**config.mk**
```make
export PLATFORM = sky130hd
export DESIGN_NAME = seven_seg_scan
export DESIGN_NICKNAME = d
export VERILOG_FILES = /design/src/rtl/seven_seg_pkg.sv /design/src/rtl/seg_hex_decode.sv /design/src/rtl/seven_seg_scan.sv
export SDC_FILE = /design/constraint.sdc
export NUM_CORES = 1
export LEC_CHECK = 0
export BUFFER_PORTS_ARGS = -buffer_cell sky130_fd_sc_hd__buf_2
export CORE_MARGIN = 3
export CORE_UTILIZATION = 45
export CTS_CLUSTER_DIAMETER = 80
export DETAILED_ROUTE_END_ITERATION = 12
export GPL_TIMING_DRIVEN = 0
export PLACE_DENSITY = 0.64
export REMOVE_ABC_BUFFERS = 1
export SYNTH_ARGS = -nofsm -noshare
export SYNTH_HDL_FRONTEND = slang
export SYNTH_SLANG_ARGS = --single-unit
```
**constraint.sdc**
```tcl
create_clock -name clk -period 2.9 [get_ports clk]
set_clock_uncertainty 0.1 [all_clocks]
set_input_delay 0.29 -clock clk [delete_from_list [all_inputs] [get_ports clk]]
set_output_delay 0.29 -clock clk [all_outputs]
set_load 0.02 [all_outputs]
```
**src/rtl/seven_seg_pkg.sv**
```systemverilog
// Shared constants for the multiplexed seven-segment driver: hex glyphs,
// blank code and the digit-index width helper.
package seven_seg_pkg;

    // Active-high glyphs, bit order g..a; inverted once at the decoder output.
    localparam logic [15:0][6:0] SEG_PATTERN = {
        7'h71, 7'h79, 7'h5E, 7'h39, 7'h7C, 7'h77, 7'h67, 7'h7F,
        7'h07, 7'h7D, 7'h6D, 7'h66, 7'h4F, 7'h5B, 7'h06, 7'h3F
    };

    localparam logic [7:0] SEG_BLANK = 8'hFF;

    function automatic int idx_width(input int n);
        return (n <= 2) ? 1 : $clog2(n);
    endfunction

endpackage

```
**src/rtl/seg_hex_decode.sv**
```systemverilog
// Combinational hex nibble to active-low seven-segment pattern (g..a).
module seg_hex_decode
    import seven_seg_pkg::*;
(
    input  logic [3:0] value,
    output logic [6:0] seg_n
);

    assign seg_n = ~SEG_PATTERN[value];

endmodule

```
**src/rtl/seven_seg_scan.sv**
```systemverilog
// Multiplexed seven-segment scanner with tear-free frame loading.
// Optional leading-zero blanking is enabled by defining LEADING_ZERO_BLANK_EN.
module seven_seg_scan
    import seven_seg_pkg::*;
#(
    parameter int NUM_DIGITS = 8,
    parameter int SCAN_DIV   = 125000
) (
    input  logic                    clk,
    input  logic                    reset,
    input  logic                    load,
    input  logic [4*NUM_DIGITS-1:0] digits_in,
    input  logic [NUM_DIGITS-1:0]   dp_in,
    input  logic [NUM_DIGITS-1:0]   blank_in,
`ifdef LEADING_ZERO_BLANK_EN
    input  logic                    lzb_en,
`endif
    output logic                    pending,
    output logic                    frame_start,
    output logic [7:0]              seg_out,
    output logic [NUM_DIGITS-1:0]   scan_out
);

    localparam int CNT_W = $clog2(SCAN_DIV);
    localparam int IDX_W = idx_width(NUM_DIGITS);

    logic [CNT_W-1:0]        cnt;
    logic [IDX_W-1:0]        idx;
    logic                    tick;
    logic                    wrap;
    logic                    wrap_q;

    logic [4*NUM_DIGITS-1:0] sh_digits;
    logic [NUM_DIGITS-1:0]   sh_dp;
    logic [NUM_DIGITS-1:0]   sh_blank;
    logic [4*NUM_DIGITS-1:0] src_digits;
    logic [NUM_DIGITS-1:0]   src_dp;
    logic [NUM_DIGITS-1:0]   src_blank;
    logic [NUM_DIGITS-1:0]   eff_blank;
    logic                    disp_write;

    logic [4*NUM_DIGITS-1:0] disp_digits;
    logic [NUM_DIGITS-1:0]   disp_dp;
    logic [NUM_DIGITS-1:0]   disp_blank;
    logic [3:0]              sel_digit;
    logic [6:0]              sel_pat;

    assign tick = (cnt == CNT_W'(SCAN_DIV - 1));
    assign wrap = tick && (idx == IDX_W'(NUM_DIGITS - 1));

    always_ff @(posedge clk) begin
        if (reset) begin
            cnt    <= '0;
            idx    <= '0;
            wrap_q <= 1'b0;
        end else begin
            cnt    <= tick ? '0 : cnt + 1'b1;
            wrap_q <= wrap;
            if (tick)
                idx <= wrap ? '0 : idx + 1'b1;
        end
    end

    // Handshake: load is a fire-and-forget one-cycle strobe with no ready;
    // pending reports that a frame waits in the shadow for the next wrap.
    // A load landing on the wrap cycle bypasses the shadow straight to display.
    assign src_digits = load ? digits_in : sh_digits;
    assign src_dp     = load ? dp_in     : sh_dp;
    assign src_blank  = load ? blank_in  : sh_blank;
    assign disp_write = wrap && (pending || load);

`ifdef LEADING_ZERO_BLANK_EN
    logic sh_lzb;
    logic src_lzb;

    function automatic logic [NUM_DIGITS-1:0] lz_mask(
        input logic [4*NUM_DIGITS-1:0] d,
        input logic [NUM_DIGITS-1:0]   b
    );
        logic [NUM_DIGITS-1:0] m;
        logic                  run;
        m   = '0;
        run = 1'b1;
        for (int j = NUM_DIGITS - 1; j >= 1; j--) begin
            if (run && d[4*j +: 4] == 4'h0)
                m[j] = 1'b1;
            run = run && ((d[4*j +: 4] == 4'h0) || b[j]);
        end
        return m;
    endfunction

    assign src_lzb   = load ? lzb_en : sh_lzb;
    assign eff_blank = src_blank | (src_lzb ? lz_mask(src_digits, src_blank) : '0);

    always_ff @(posedge clk) begin
        if (reset)
            sh_lzb <= 1'b0;
        else if (load)
            sh_lzb <= lzb_en;
    end
`else
    assign eff_blank = src_blank;
`endif

    always_ff @(posedge clk) begin
        if (reset) begin
            sh_digits   <= '0;
            sh_dp       <= '0;
            sh_blank    <= '1;
            disp_digits <= '0;
            disp_dp     <= '0;
            disp_blank  <= '1;
            pending     <= 1'b0;
        end else begin
            if (load) begin
                sh_digits <= digits_in;
                sh_dp     <= dp_in;
                sh_blank  <= blank_in;
            end
            if (disp_write) begin
                disp_digits <= src_digits;
                disp_dp     <= src_dp;
                disp_blank  <= eff_blank;
                pending     <= 1'b0;
            end else if (load) begin
                pending     <= 1'b1;
            end
        end
    end

    assign sel_digit = disp_digits[{idx, 2'b00} +: 4];

    seg_hex_decode u_dec (
        .value (sel_digit),
        .seg_n (sel_pat)
    );

    // Outputs trail idx by one cycle; frame_start is timed to match scan_out.
    always_ff @(posedge clk) begin
        if (reset) begin
            seg_out     <= SEG_BLANK;
            scan_out    <= ~NUM_DIGITS'(1);
            frame_start <= 1'b0;
        end else begin
            seg_out     <= disp_blank[idx] ? SEG_BLANK : {~disp_dp[idx], sel_pat};
            scan_out    <= ~(NUM_DIGITS'(1) << idx);
            frame_start <= wrap_q;
        end
    end

endmodule

```
---- Yosys cells after proc, flatten, opt, wreduce, memory -nomap -nowiden ----
Memories as Yosys holds them, arrays and structs flattened.
Cells that the tools add are included.
operators by class
  add/sub/neg operators ................... 2
  $lt $le $gt $ge ......................... 2
  equal/unequal tests ..................... 2
  shift operators ......................... 2
  muxes and demuxes ....................... 9
  bitwise operators ....................... 3
  reductions and logical operators ........ 6
operators by type and width
  operator                                                              count
  32-bit 2-to-1 mux                                                     1
  32-bit by 6-bit variable part select with 4-bit output                1
  17-bit by 1-bit adder with 17-bit output, second input constant       1
  17-bit == test, second input constant                                 1
  8-bit 2-to-1 mux                                                      2
  8-bit inverter                                                        1
  1-bit by 3-bit << shifter with 8-bit output, first input constant     1
  7-bit 2-to-1 mux                                                      1
  7-bit inverter                                                        1
  1-bit binary-select mux with 3-bit select                             2
  2-bit OR reduction                                                    3
  4-bit by 5-bit < comparator with 1-bit output, second input constant  1
  3-bit by 4-bit < comparator with 1-bit output, second input constant  1
  3-bit by 1-bit adder with 3-bit output, second input constant         1
  3-bit == test, second input constant                                  1
  3-bit 2-to-1 mux                                                      1
  1-bit logical AND                                                     2
  1-bit 2-to-1 mux                                                      2
  1-bit logical OR                                                      1
  1-bit inverter                                                        1
word-level totals
  bits in registers ....................... 135
  bits in read-only memories .............. 112
  input bits .............................. 51
  logic and storage cells ................. 40
  memories ................................ 1
memory list
  name             depth  width  read ports  clocked after memory_dff  wr ports  RTL line             text
  (no name shown)  16     7      1           0                         0         seg_hex_decode.sv:9  assign seg_n = ~SEG_PATTERN[value];

---- Depth between registers and ports, before layout ----
Gate-level depths: netlist (run 1).
  depth after elaboration ................. 4
  gate-level depth with buffers ........... 10

---- Cells and area by module ----
A second synthesis (run 1) with hierarchy kept.
unflattened totals
  cell total of the unflattened synthesis .. 550
  area total of the unflattened synthesis .. 5622.9 um^2
by module, submodules not included
  module          instances  cells an instance  area an instance (um^2)  seq. area each (um^2)
  seven_seg_scan  1          514                5368.9                   2702.6
  seg_hex_decode  1          36                 254.0                    0.0

---- Worst setup path after synthesis (run 1) ----
OpenSTA, ideal clock, no wires.
  path type ............................... register to register
  from .................................... register idx[0]
  to ...................................... register seg_out[3]
  data arrival time ....................... 2.191 ns
  path slack .............................. 0.522 ns
  stages on the path, launching flop included .. 10
  buffers on the path ..................... 2
  period minus slack after synthesis ...... 2.378 ns
  cells stage by stage .................... dfxtp_1 buf_6 buf_12 mux4_1 mux2_2 inv_1 ha_1 nor2b_1 a211oi_1 o31ai_1
between the ends
  word-level cells in the longest chain between the ends .. 4
  elaborated cells between the ends (all ways) .. 7
  classes of those cells .................. shift: 1; mux: 3; bitwise: 1; reduce/logical: 1; memory: 1
ends and longest elaborated chain
  item                                                    RTL line               text
  start, declared                                         seven_seg_scan.sv:28   logic [IDX_W-1:0] idx;
  start signal, assigned                                  seven_seg_scan.sv:60   idx <= wrap ? '0 : idx + 1'b1;
  32-bit by 6-bit variable part select with 4-bit output  seven_seg_scan.sv:131  assign sel_digit = disp_digits[{idx, 2'b00} +: 4];
  memory read 16 x 7 bit                                  -
  7-bit 2-to-1 mux (not written as such)                  seg_hex_decode.sv:9
  7-bit inverter                                          seg_hex_decode.sv:9
  end signal, assigned                                    seven_seg_scan.sv:145  seg_out <= disp_blank[idx] ? SEG_BLANK : {~disp_dp[idx], sel_pat};
  end, declared                                           seven_seg_scan.sv:20   output logic [7:0] seg_out,
Several ways; a longest one is shown, not always the timed one. The select of a mux whose other input is x is not followed.
A chain may end at the register's enable or synchronous reset.

---- Worst setup path after layout (run 1) ----
  from .................................... register idx[0]
  to ...................................... register disp_digits[14]
between the ends
  word-level cells in the longest chain between the ends .. 3
ends and longest elaborated chain
  item                  RTL line               text
  3-bit == test         seven_seg_scan.sv:49   assign wrap = tick && (idx == IDX_W'(NUM_DIGITS - 1));
  1-bit logical AND     seven_seg_scan.sv:49
  1-bit logical AND     seven_seg_scan.sv:70   assign disp_write = wrap && (pending || load);
  end signal, assigned  seven_seg_scan.sv:121  disp_digits <= src_digits;
  end, declared         seven_seg_scan.sv:42   logic [4*NUM_DIGITS-1:0] disp_digits;
Every way passes these cells.

==> results of run 1 <==
## Yosys cell counts (all sizes together)
cell     instances
and4             2
o22ai            1
nand4            2
buf             18
and4b            1
a21oi            4
nand3           10
xor2             6
ha              12
nor3             5
o21ai            2
and2             1
o311ai           1
mux2             2
nor2b           10
o221ai           3
o2bb2ai          8
nor2            67
and3             2
o22a            40
nand2           23
nand2b           6
nor4             3
inv             17
xnor2            9
and3b            1
o211ai           1
mux4            12
dfxtp          135
o31ai            1
mux2i           46
a211oi          13
clkbuf          13
## registers in the layout, indices dropped and copies added (netlist names)
signal       flops
disp_digits     32
sh_digits       32
cnt             17
disp_blank       8
disp_dp          8
scan_out         8
seg_out          8
sh_blank         8
sh_dp            8
idx              3
frame_start      1
pending          1
wrap_q           1
## cell type report
cell class / count / area share (%)
Multi-Input combinational cell: 296 / 37.95
Tap cell: 140 / 2.820
Sequential cell: 135 / 43.63
Inverter: 17 / 1.027
Timing Repair Buffer: 70 / 6.123
Clock buffer: 29 / 8.218
Clock inverter: 3 / 0.2417
## what timing repair did
item                       in CTS  in global routing
hold endpoints to repair        1                  0
resized for setup               5                  2
cloned                          2                  0
hold buffers                    1                  0
setup endpoints to repair      53                 32
## worst register-to-register path: stages (launching register included)
cell	delay, ps
dfxtp_4	520
ha_1	230
ha_1	240
o21ai_0	270
and4b_4	600
nor2_4	150
buf_16	270
o22a_1	210
## path summary, 6_finish.rpt
| kind | to | startpoint | depth (start not counted) |
|---|---|---|---|
| worst min-delay path | sh_blank[1]$_SDFF_PP1_ | blank_in[1] | 3 |
| worst max register to register | disp_digits[14]$_SDFFE_PP0P_ | idx[0]$_SDFFE_PP0P_ | 7 |
| worst min register to register | frame_start$_SDFF_PP0_ | wrap_q$_SDFF_PP0_ | 1 |
| worst max-delay path | disp_digits[14]$_SDFFE_PP0P_ | idx[0]$_SDFFE_PP0P_ | 7 |
## cell families after synthesis
logic type | count (synthesis) | share of synthesized area (%)
DFF | 135 | 51.51
and+or+nand+nor | 133 | 11.59
AOI/OAI and AO/OA | 74 | 11.76
muxes | 60 | 15.45
buffers and inverters | 48 | 4.317
xor gates and xnor gates | 15 | 2.504
adders and majority gates | 12 | 2.862
## power by group through the flow
| stage | sequential (uW) | combinational (uW) | clock (uW) |
|---|---|---|---|
| finish | 1910 | 180 | 1890 |
| CTS | 1920 | 182 | 1940 |
| global placement | 1950 | 172 | 0 |
| floorplan | 1950 | 88.7 | 0 |
| global route | 1920 | 201 | 2030 |
| detailed placement | 1950 | 182 | 0 |
## layer usage
| metal | share of wire [%] | track usage (%) | wire, um |
|---|---|---|---|
| met4 | 1.1 | 6.809 | 121 |
| met1 | 47 | 22.60 | 4934 |
| met2 | 46 | 26.35 | 4891 |
| met3 | 5.7 | 5.995 | 599 |
| met5 | 0 | 0 | 0 |
## stage by stage
| step | power, uW | util [%] | setup slack (ps) | cells |
|---|---|---|---|---|
| 2_1_floorplan | 2041 | - | -797.2 | 446 |
| 3_3_place_gp | 2126 | 50.33 | -2222 | 654 |
| 3_5_place_dp | 2137 | 50.65 | -640.7 | 655 |
| 4_1_cts | 4037 | 55.79 | 58.57 | 690 |
| 5_1_grt | 4148 | 55.84 | 44.61 | 690 |
| 6_report | 3987 | 55.84 | 188.5 | 690 |
==> results.sh, run 1 <==
export IMPL_drt_iter0_drc=175
export IMPL_vias=3641
export IMPL_post_synth_top_area_cell="dfxtp_1"
export IMPL_critical_path_top_delay_family="simple AND/OR/NAND/NOR gates"
export IMPL_grt_pass1_wl_mm=17.26
export IMPL_max_stage_delay_ps=600
export IMPL_grt_max_degree=62
export IMPL_ios=69
export IMPL_crit_slowest_cell="and4b_4"
export IMPL_synth_area_per_cell_sq_um=11.00
export IMPL_fp_row_count=38
export IMPL_switching_share_pct=20.75
export IMPL_worst_pin_slew_ps=1206
export IMPL_multi_input_area_sq_mm=0.002357
export IMPL_layout_nets=600
export IMPL_postCtsSetupRepairBufs=0
export IMPL_fmax_mhz=368.8
export IMPL_num_fill_cells=1006
export IMPL_layout_common_cells="dfxtp_1 (133), buf_2 (67), nor2_1 (66), mux2i_1 (44), o22a_1 (40)"
export IMPL_grt_pass1_vias=3399
export IMPL_status="finished, final reports clean"
export IMPL_clk_pin_slew_ps=50
export IMPL_die_width_um=114.0
export IMPL_cp_arrival_ps=2910
export IMPL_fp_coreArea_sq_mm=0.01113
export IMPL_setup_tns_ps=0
export IMPL_peakVddDrop_mv=0.4749
export IMPL_dpl_hpwl_mm=6.485
export IMPL_clock_latency_ps=410
export IMPL_place_congestion=0.7917
export IMPL_p_int_uw=3160
export IMPL_synth_top_area_share_pct=51.51
export IMPL_ys_types=43
export IMPL_n_antenna_cell=0
export IMPL_ys_seq_area_share_pct=51.51
export IMPL_area_delta_synth_final_pct=18.41
export IMPL_crit_path_end_kind="register"
export IMPL_synth_area_leaders="dfxtp_1 (52%), mux2i_1 (8.4%), o22a_1 (6.7%), mux4_1 (5.5%), nor2_1 (4.8%)"
export IMPL_p_switching_uw=827.1
export IMPL_layout_commonest_cell="dfxtp_1"
export IMPL_maxCapViolCount=0
export IMPL_syn_cell_area_sq_mm=0.005246
export IMPL_postSynthCellCount=477
export IMPL_first_pass_iters=4
export IMPL_critPathKind="reg -> reg"
export IMPL_ant_nets=0
export IMPL_io_buffers=68
export IMPL_p_per_area_mw_per_mm2=641.8
export IMPL_groute_usage_overall_pct=17.30
export IMPL_cp_max_fo=32
export IMPL_seq_power_share_pct=48.0
export IMPL_holdCritPathClass="in -> reg"
export IMPL_clkPwrFrac_pct=47.5
export IMPL_cts_tree="yes"
export IMPL_clock_sinks=135
export IMPL_drive_gt1_share_pct=19.82
export IMPL_worstPathRequired_ps=3100
export IMPL_pwr_share_comb_pct=4.5
export IMPL_globalRouteOverflowTotal=0
export IMPL_die_area_sq_mm=0.01299
export IMPL_cts_htree_levels=4
export IMPL_setup_viol=0
export IMPL_rsz0062_at_grt="no"
export IMPL_ys_ff_latch=135
export IMPL_die_h_um=114.0
export IMPL_slew_violations=0
export IMPL_seqCellArea_sq_mm=0.002710
export IMPL_finalCritPeriodShare_pct=93.50
export IMPL_cp_start_kind="register"
export IMPL_finalHoldWorstSlack_ps=19.11
export IMPL_crit_buf_inv=1
export IMPL_drcViolationCount=0
export IMPL_hold_viol_final=0
export IMPL_power_leakage_uw=0.002772
export IMPL_slew_headroom_pct=19.57
export IMPL_ys_warn_count=0
export IMPL_cts_root_buf="clkbuf_16"
export IMPL_antenna_found_initial=0
export IMPL_routedWlPerCell_um=15.29
export IMPL_numCtsBuffers=17
export IMPL_start_util_pct=47.15
export IMPL_placed_cell_area_sq_mm=0.005635
export IMPL_stdcell_area_sq_mm=0.006212
export IMPL_routed_wl_mm=10.55
export IMPL_reg2reg_slack_ps=190
export IMPL_cts_max_path_buffers=2
export IMPL_crit_path_frequent_cell="ha_1"
export IMPL_min_period_ps=2712
export IMPL_crit_chain="ha_1, ha_1, o21ai_0, and4b_4, nor2_4, buf_16, o22a_1"
export IMPL_via_per_inst=5.277
Note: power is estimated with default switching activity, not from simulation.
==> run 2: changes to the inputs <==
--- a/config.mk
+++ b/config.mk
@@ -9,9 +9,10 @@
 export CORE_MARGIN = 3
 export CORE_UTILIZATION = 45
 export CTS_CLUSTER_DIAMETER = 80
+export CTS_CLUSTER_SIZE = 28
 export DETAILED_ROUTE_END_ITERATION = 12
 export GPL_TIMING_DRIVEN = 0
-export PLACE_DENSITY = 0.64
+export PLACE_DENSITY_LB_ADDON = 0.1
 export REMOVE_ABC_BUFFERS = 1
 export SYNTH_ARGS = -nofsm -noshare
 export SYNTH_HDL_FRONTEND = slang
==> run 2 against run 1 <==
  * Global-route usage grew 0.76 points
  * Clock power rose by 28%
  * Cell area up 3.3%
  * Sequential cell count is the same
  * Power is 13% higher
  * Largest cell class unchanged
==> results.sh, run 2 (same netlist as run 1, synthesis figures left out) <==
export IMPL_status="finished, final reports clean"
export IMPL_peakVddDrop_mv=0.5659
export IMPL_crit_path_end_kind="register"
export IMPL_crit_slowest_cell="dfxtp_2"
export IMPL_max_stage_delay_ps=570
export IMPL_via_per_inst=5.309
export IMPL_start_util_pct=47.15
export IMPL_path_depth=7
export IMPL_worstPathRequired_ps=3110
export IMPL_first_pass_iters=4
export IMPL_holdCritPathClass="in -> reg"
export IMPL_reg_top3="disp_digits (32), sh_digits (32), cnt (17)"
export IMPL_p_total_uw=4513
export IMPL_maxCapViolCount=0
export IMPL_crit_chain="ha_1, ha_1, o21ai_0, and4b_4, nor2_4, buf_12, o22a_1"
export IMPL_clock_sinks=135
export IMPL_crit_path_frequent_cell="ha_1"
export IMPL_min_period_ps=2546
export IMPL_cts_htree_levels=4
export IMPL_drt_iter0_drc=140
export IMPL_numCtsBuffers=17
export IMPL_hold_viol_final=0
export IMPL_p_per_area_mw_per_mm2=703.1
export IMPL_fp_row_count=38
export IMPL_die_area_sq_mm=0.01299
export IMPL_clock_latency_ps=420
export IMPL_critPathKind="reg -> reg"
export IMPL_cts_max_path_buffers=2
export IMPL_vias=3706
export IMPL_routedWlPerCell_um=15.77
export IMPL_area_delta_synth_final_pct=22.35
export IMPL_reg2regPathDepth=7
export IMPL_place_congestion=0.7746
export IMPL_grt_max_degree=62
export IMPL_ios=69
export IMPL_setup_viol=0
export IMPL_globalRouteOverflowTotal=0
export IMPL_slew_violations=0
export IMPL_antenna_found_initial=0
export IMPL_slew_headroom_pct=14.08
export IMPL_cp_arrival_ps=2760
export IMPL_layout_common_cells="dfxtp_1 (133), buf_2 (67), nor2_1 (66), mux2i_1 (44), o22a_1 (40)"
export IMPL_routed_wl_mm=11.01
export IMPL_cts_tree="yes"
export IMPL_drive_gt1_share_pct=20.25
export IMPL_crit_buf_inv=1
export IMPL_rr_startpoint="idx[1]$_SDFFE_PP0P_"
export IMPL_fp_coreArea_sq_mm=0.01113
export IMPL_n_antenna_cell=0
export IMPL_power_leakage_uw=0.002862
export IMPL_cts_root_buf="clkbuf_16"
export IMPL_finalCritPeriodShare_pct=87.79
export IMPL_worst_pin_slew_ps=1289
export IMPL_place_inst=655
export IMPL_drcViolationCount=0
export IMPL_grt_pass1_vias=3689
export IMPL_fmax_mhz=392.8
export IMPL_startpoint="idx[1]$_SDFFE_PP0P_"
export IMPL_grt_pass1_wl_mm=17.97
export IMPL_min_from="digits_in[23]"
export IMPL_layout_nets=608
export IMPL_io_buffers=68
export IMPL_die_h_um=114.0
export IMPL_cp_max_fo=31
export IMPL_holdPathStages=3
export IMPL_layout_commonest_cell="dfxtp_1"
export IMPL_cp_start_kind="register"
export IMPL_groute_usage_overall_pct=18.06
export IMPL_finalNonFillerCells=698
export IMPL_rsz0062_at_grt="no"
export IMPL_dpl_hpwl_mm=6.692
export IMPL_critical_path_top_delay_family="simple AND/OR/NAND/NOR gates"
export IMPL_clk_pin_slew_ps=60
export IMPL_die_width_um=114.0
export IMPL_ant_nets=0
[run 2: changes by cell type in the layout (fill, tap and decap cells not counted), sizes merged]
cell         delta
buf             +1
bufinv          +6
clkbuf          -5
clkinv          -2
clkinvlp        +1
dlygate4sd3     +7
[run 2: routing by layer]
layer	share of wire [%]	track usage, %	routed length [um]	up-vias
met4	2.7	9.343	301	0
met2	45	27.83	4950	80
li1	-	-	-	1853
met5	0	0	0	-
met1	47	22.60	5163	1751
met3	5.4	5.889	591	22
[run 2: per-stage QoR]
step | util [%] | worst slack [ps] | TNS, ps | hold slack, ps | area, sq um
after floorplan | - | -797.2 | -38080 | 259.1 | 5084
after global placement | 50.33 | -2450 | -116810 | 322.8 | 5599
after detailed placement | 50.61 | -570.4 | -22800 | 326.3 | 5630
after CTS | 57.44 | 25.39 | 0 | 39.79 | 6391
after global routing | 57.69 | 185.6 | 0 | 69.16 | 6419
final | 57.69 | 354.2 | 0 | 51.98 | 6419
[run 2: power by group]
part | leakage [uW] | internal, uW | switching (uW)
combinational | 0.00144 | 86.5 | 101
sequential | 0.00110 | 1900 | 14.6
clock | 0.000319 | 1660 | 755
[run 2: layout make-up]
class,count,area (sq um)
clock buffer,24,471.7
clock inverter,8,192.7
fill,952,4707
inverter,17,63.81
multi-input combinational,296,2357
sequential,135,2708
tap,140,175.2
timing repair buffer,78,450.4
[run 2: tightest hold or removal path: stages]
cell	delay, ps
buf_2	70
mux2i_1	50
nor2_1	110
[run 2: path summary, 6_finish.rpt]
kind | slack (ps) | to
worst min-delay path | 50 | sh_digits[23]$_SDFF_PP0_
worst max register to register | 350 | disp_digits[24]$_SDFFE_PP0P_
worst min register to register | 340 | frame_start$_SDFF_PP0_
worst max-delay path | 350 | disp_digits[24]$_SDFFE_PP0P_
[run 2: what timing repair did]
action | in CTS | in global routing
hold buffers | 8 | 0
resized for setup | 3 | 2
hold endpoints to repair | 8 | 0
gates cloned | 1 | 1
setup buffers | 0 | 1
setup endpoints to repair | 51 | 31
==> run 3: changes to the inputs <==
--- a/config.mk
+++ b/config.mk
@@ -12,6 +12,7 @@
 export CTS_CLUSTER_SIZE = 28
 export DETAILED_ROUTE_END_ITERATION = 12
 export GPL_TIMING_DRIVEN = 0
+export MAX_ROUTING_LAYER = met4
 export PLACE_DENSITY_LB_ADDON = 0.1
 export REMOVE_ABC_BUFFERS = 1
 export SYNTH_ARGS = -nofsm -noshare
==> constraint.sdc (replaced) <==
create_clock -name clk -period 3 [get_ports clk]
set_clock_uncertainty 0.1 [all_clocks]
set_input_delay 0.3 -clock clk [delete_from_list [all_inputs] [get_ports clk]]
set_output_delay 0.3 -clock clk [all_outputs]
set_load 0.02 [all_outputs]
==> run 3 against run 2 <==
  * Utilization is 0.36 points lower
  * Combinational power is 5% lower
  * Maximum frequency is 8.9% lower
  * Critical endpoint unchanged
  * Critical path type unchanged
==> results.sh, run 3 (same netlist as run 1, synthesis figures left out) <==
export IMPL_timing_rr_end="disp_digits[24]$_SDFFE_PP0P_"
export IMPL_via_per_inst=5.245
export IMPL_min_from="blank_in[5]"
export IMPL_setup_viol=0
export IMPL_met1_length_mm=5.218
export IMPL_worst_pin_slew_ps=1294
export IMPL_cts_root_buf="clkbuf_16"
export IMPL_stdcell_area_sq_mm=0.006379
export IMPL_setup_ws_ps=205.0
export IMPL_holdPathEnd="sh_blank[5]$_SDFF_PP1_"
export IMPL_fp_row_count=38
export IMPL_layout_common_cells="dfxtp_1 (133), buf_2 (67), nor2_1 (66), mux2i_1 (44), o22a_1 (40)"
export IMPL_routedWlPerCell_um=15.78
export IMPL_cts_htree_levels=4
export IMPL_critical_path_top_delay_family="simple AND/OR/NAND/NOR gates"
export IMPL_top_layer_used="met4"
export IMPL_fp_coreArea_sq_mm=0.01113
export IMPL_antenna_found_initial=0
export IMPL_crit_slowest_cell="dfxtp_2"
export IMPL_maxCapViolCount=0
export IMPL_clock_sinks=135
export IMPL_wl_met3_um=581
export IMPL_ant_nets=0
export IMPL_die_h_um=114.0
export IMPL_crit_path_frequent_cell="ha_1"
export IMPL_holdPathStages=3
export IMPL_start_util_pct=47.15
export IMPL_holdCritPathClass="in -> reg"
export IMPL_crit_path_end_kind="register"
export IMPL_n_antenna_cell=0
export IMPL_grt_max_degree=62
export IMPL_num_fill_cells=959
export IMPL_wl_met2_mm=4.892
export IMPL_die_area_sq_mm=0.01299
export IMPL_reg2regPathDepth=7
export IMPL_layout_commonest_cell="dfxtp_1"
export IMPL_vias=3640
export IMPL_layout_nets=604
export IMPL_rsz0062_at_grt="no"
export IMPL_rr_startpoint="idx[0]$_SDFFE_PP0P_"
export IMPL_groute_usage_overall_pct=18.02
export IMPL_drcViolationCount=0
export IMPL_grt_pass1_wl_mm=17.57
export IMPL_finalHoldWorstSlack_ps=19.05
export IMPL_status="finished, final reports clean"
export IMPL_cp_arrival_ps=3010
export IMPL_worstPathRequired_ps=3210
export IMPL_first_pass_iters=4
export IMPL_grt_pass1_vias=3663
export IMPL_crit_buf_inv=1
export IMPL_power_leakage_uw=0.002844
export IMPL_numCtsBuffers=17
export IMPL_min_period_ps=2795
export IMPL_routed_wl_mm=10.95
export IMPL_p_per_area_mw_per_mm2=683.4
export IMPL_reg_top3="disp_digits (32), sh_digits (32), cnt (17)"
export IMPL_cts_max_path_buffers=2
export IMPL_globalRouteOverflowTotal=0
export IMPL_fmax_mhz=357.8
export IMPL_slew_headroom_pct=13.72
export IMPL_cp_max_fo=31
export IMPL_finalCritPeriodShare_pct=93.17
export IMPL_placed_cell_area_sq_mm=0.005630
export IMPL_die_width_um=114.0
export IMPL_drive_gt1_share_pct=20.22
export IMPL_clock_latency_ps=420
export IMPL_area_delta_synth_final_pct=21.58
export IMPL_clk_pin_slew_ps=60
export IMPL_peakVddDrop_mv=0.5472
export IMPL_cts_tree="yes"
export IMPL_max_stage_delay_ps=630
export IMPL_slew_violations=0
export IMPL_dpl_hpwl_mm=6.692
export IMPL_critPathKind="reg -> reg"
export IMPL_place_congestion=0.7851
export IMPL_cp_start_kind="register"
export IMPL_ios=69
export IMPL_reg2reg_slack_ps=200
export IMPL_io_buffers=68
export IMPL_crit_chain="ha_1, ha_1, o21ai_0, and4b_4, nor2_4, buf_12, o22a_1"
export IMPL_hold_viol_final=0
export IMPL_drt_iter0_drc=160
export IMPL_pre_cts_ws_ps=-470.4
[run 3: cell types whose count changed in the layout (fill, tap and decap cells not counted)]
cell and delta:
dlygate4sd3_1 -3, buf_4 -1, dfxtp_2 +1, dfxtp_4 -1
[run 3: timing repair]
action,in CTS,in global routing
pin swaps,0,0
setup endpoints to repair,48,31
hold endpoints to repair,5,0
setup buffers,0,0
hold buffers,5,0
gates resized for setup,3,1
gates cloned,0,2
[run 3: per-stage QoR]
stage	util (%)	std cells	total power (uW)	TNS [ps]
6_report	57.33	694	4359	0
5_1_grt	57.33	694	4504	0
4_1_cts	57.07	692	4403	0
3_5_place_dp	50.61	655	2065	-17940
3_3_place_gp	50.33	654	2057	-112340
2_1_floorplan	-	446	1973	-33280
[run 3: layout make-up]
cell class                      count  area, sq um  share of cell area (%)
Sequential cell                   135         2705                   42.41
Multi-Input combinational cell    296         2357                   36.96
Clock buffer                       24        471.7                   7.395
Timing Repair Buffer               74        412.9                   6.473
Clock inverter                      8        192.7                   3.021
Tap cell                          140        175.2                   2.746
Inverter                           17        63.81                   1.000
[run 3: tightest hold or removal path, cell delays in order]
cell and delay, ps:
buf_2 80, a211oi_1 80, inv_1 50
[run 3: worst max path at each step]
stage                                    from  cells after the start  slack (ps)                            to
after floorplan           idx[0]$_SDFFE_PP0P_                      6        -700   disp_digits[0]$_SDFFE_PP0P_
after global placement                   load                      5       -2360    disp_blank[0]$_SDFFE_PP1P_
after detailed placement  idx[0]$_SDFFE_PP0P_                      7        -470  disp_digits[24]$_SDFFE_PP0P_
after CTS                 idx[0]$_SDFFE_PP0P_                      7          40   disp_digits[6]$_SDFFE_PP0P_
after global routing      idx[0]$_SDFFE_PP0P_                      7          30  disp_digits[24]$_SDFFE_PP0P_
final                     idx[0]$_SDFFE_PP0P_                      7         200  disp_digits[24]$_SDFFE_PP0P_
[run 3: per-layer routing]
layer | global-route usage (%) | vias up
li1 | - | 1842
met1 | 21.60 | 1703
met2 | 27.36 | 75
met3 | 5.782 | 20
met4 | 8.868 | 0
met5 | - | -
[run 3: report_power, final]
part	switching, uW	internal (uW)
clock network	729	1600
registers	14.2	1840
logic	96.9	81.0
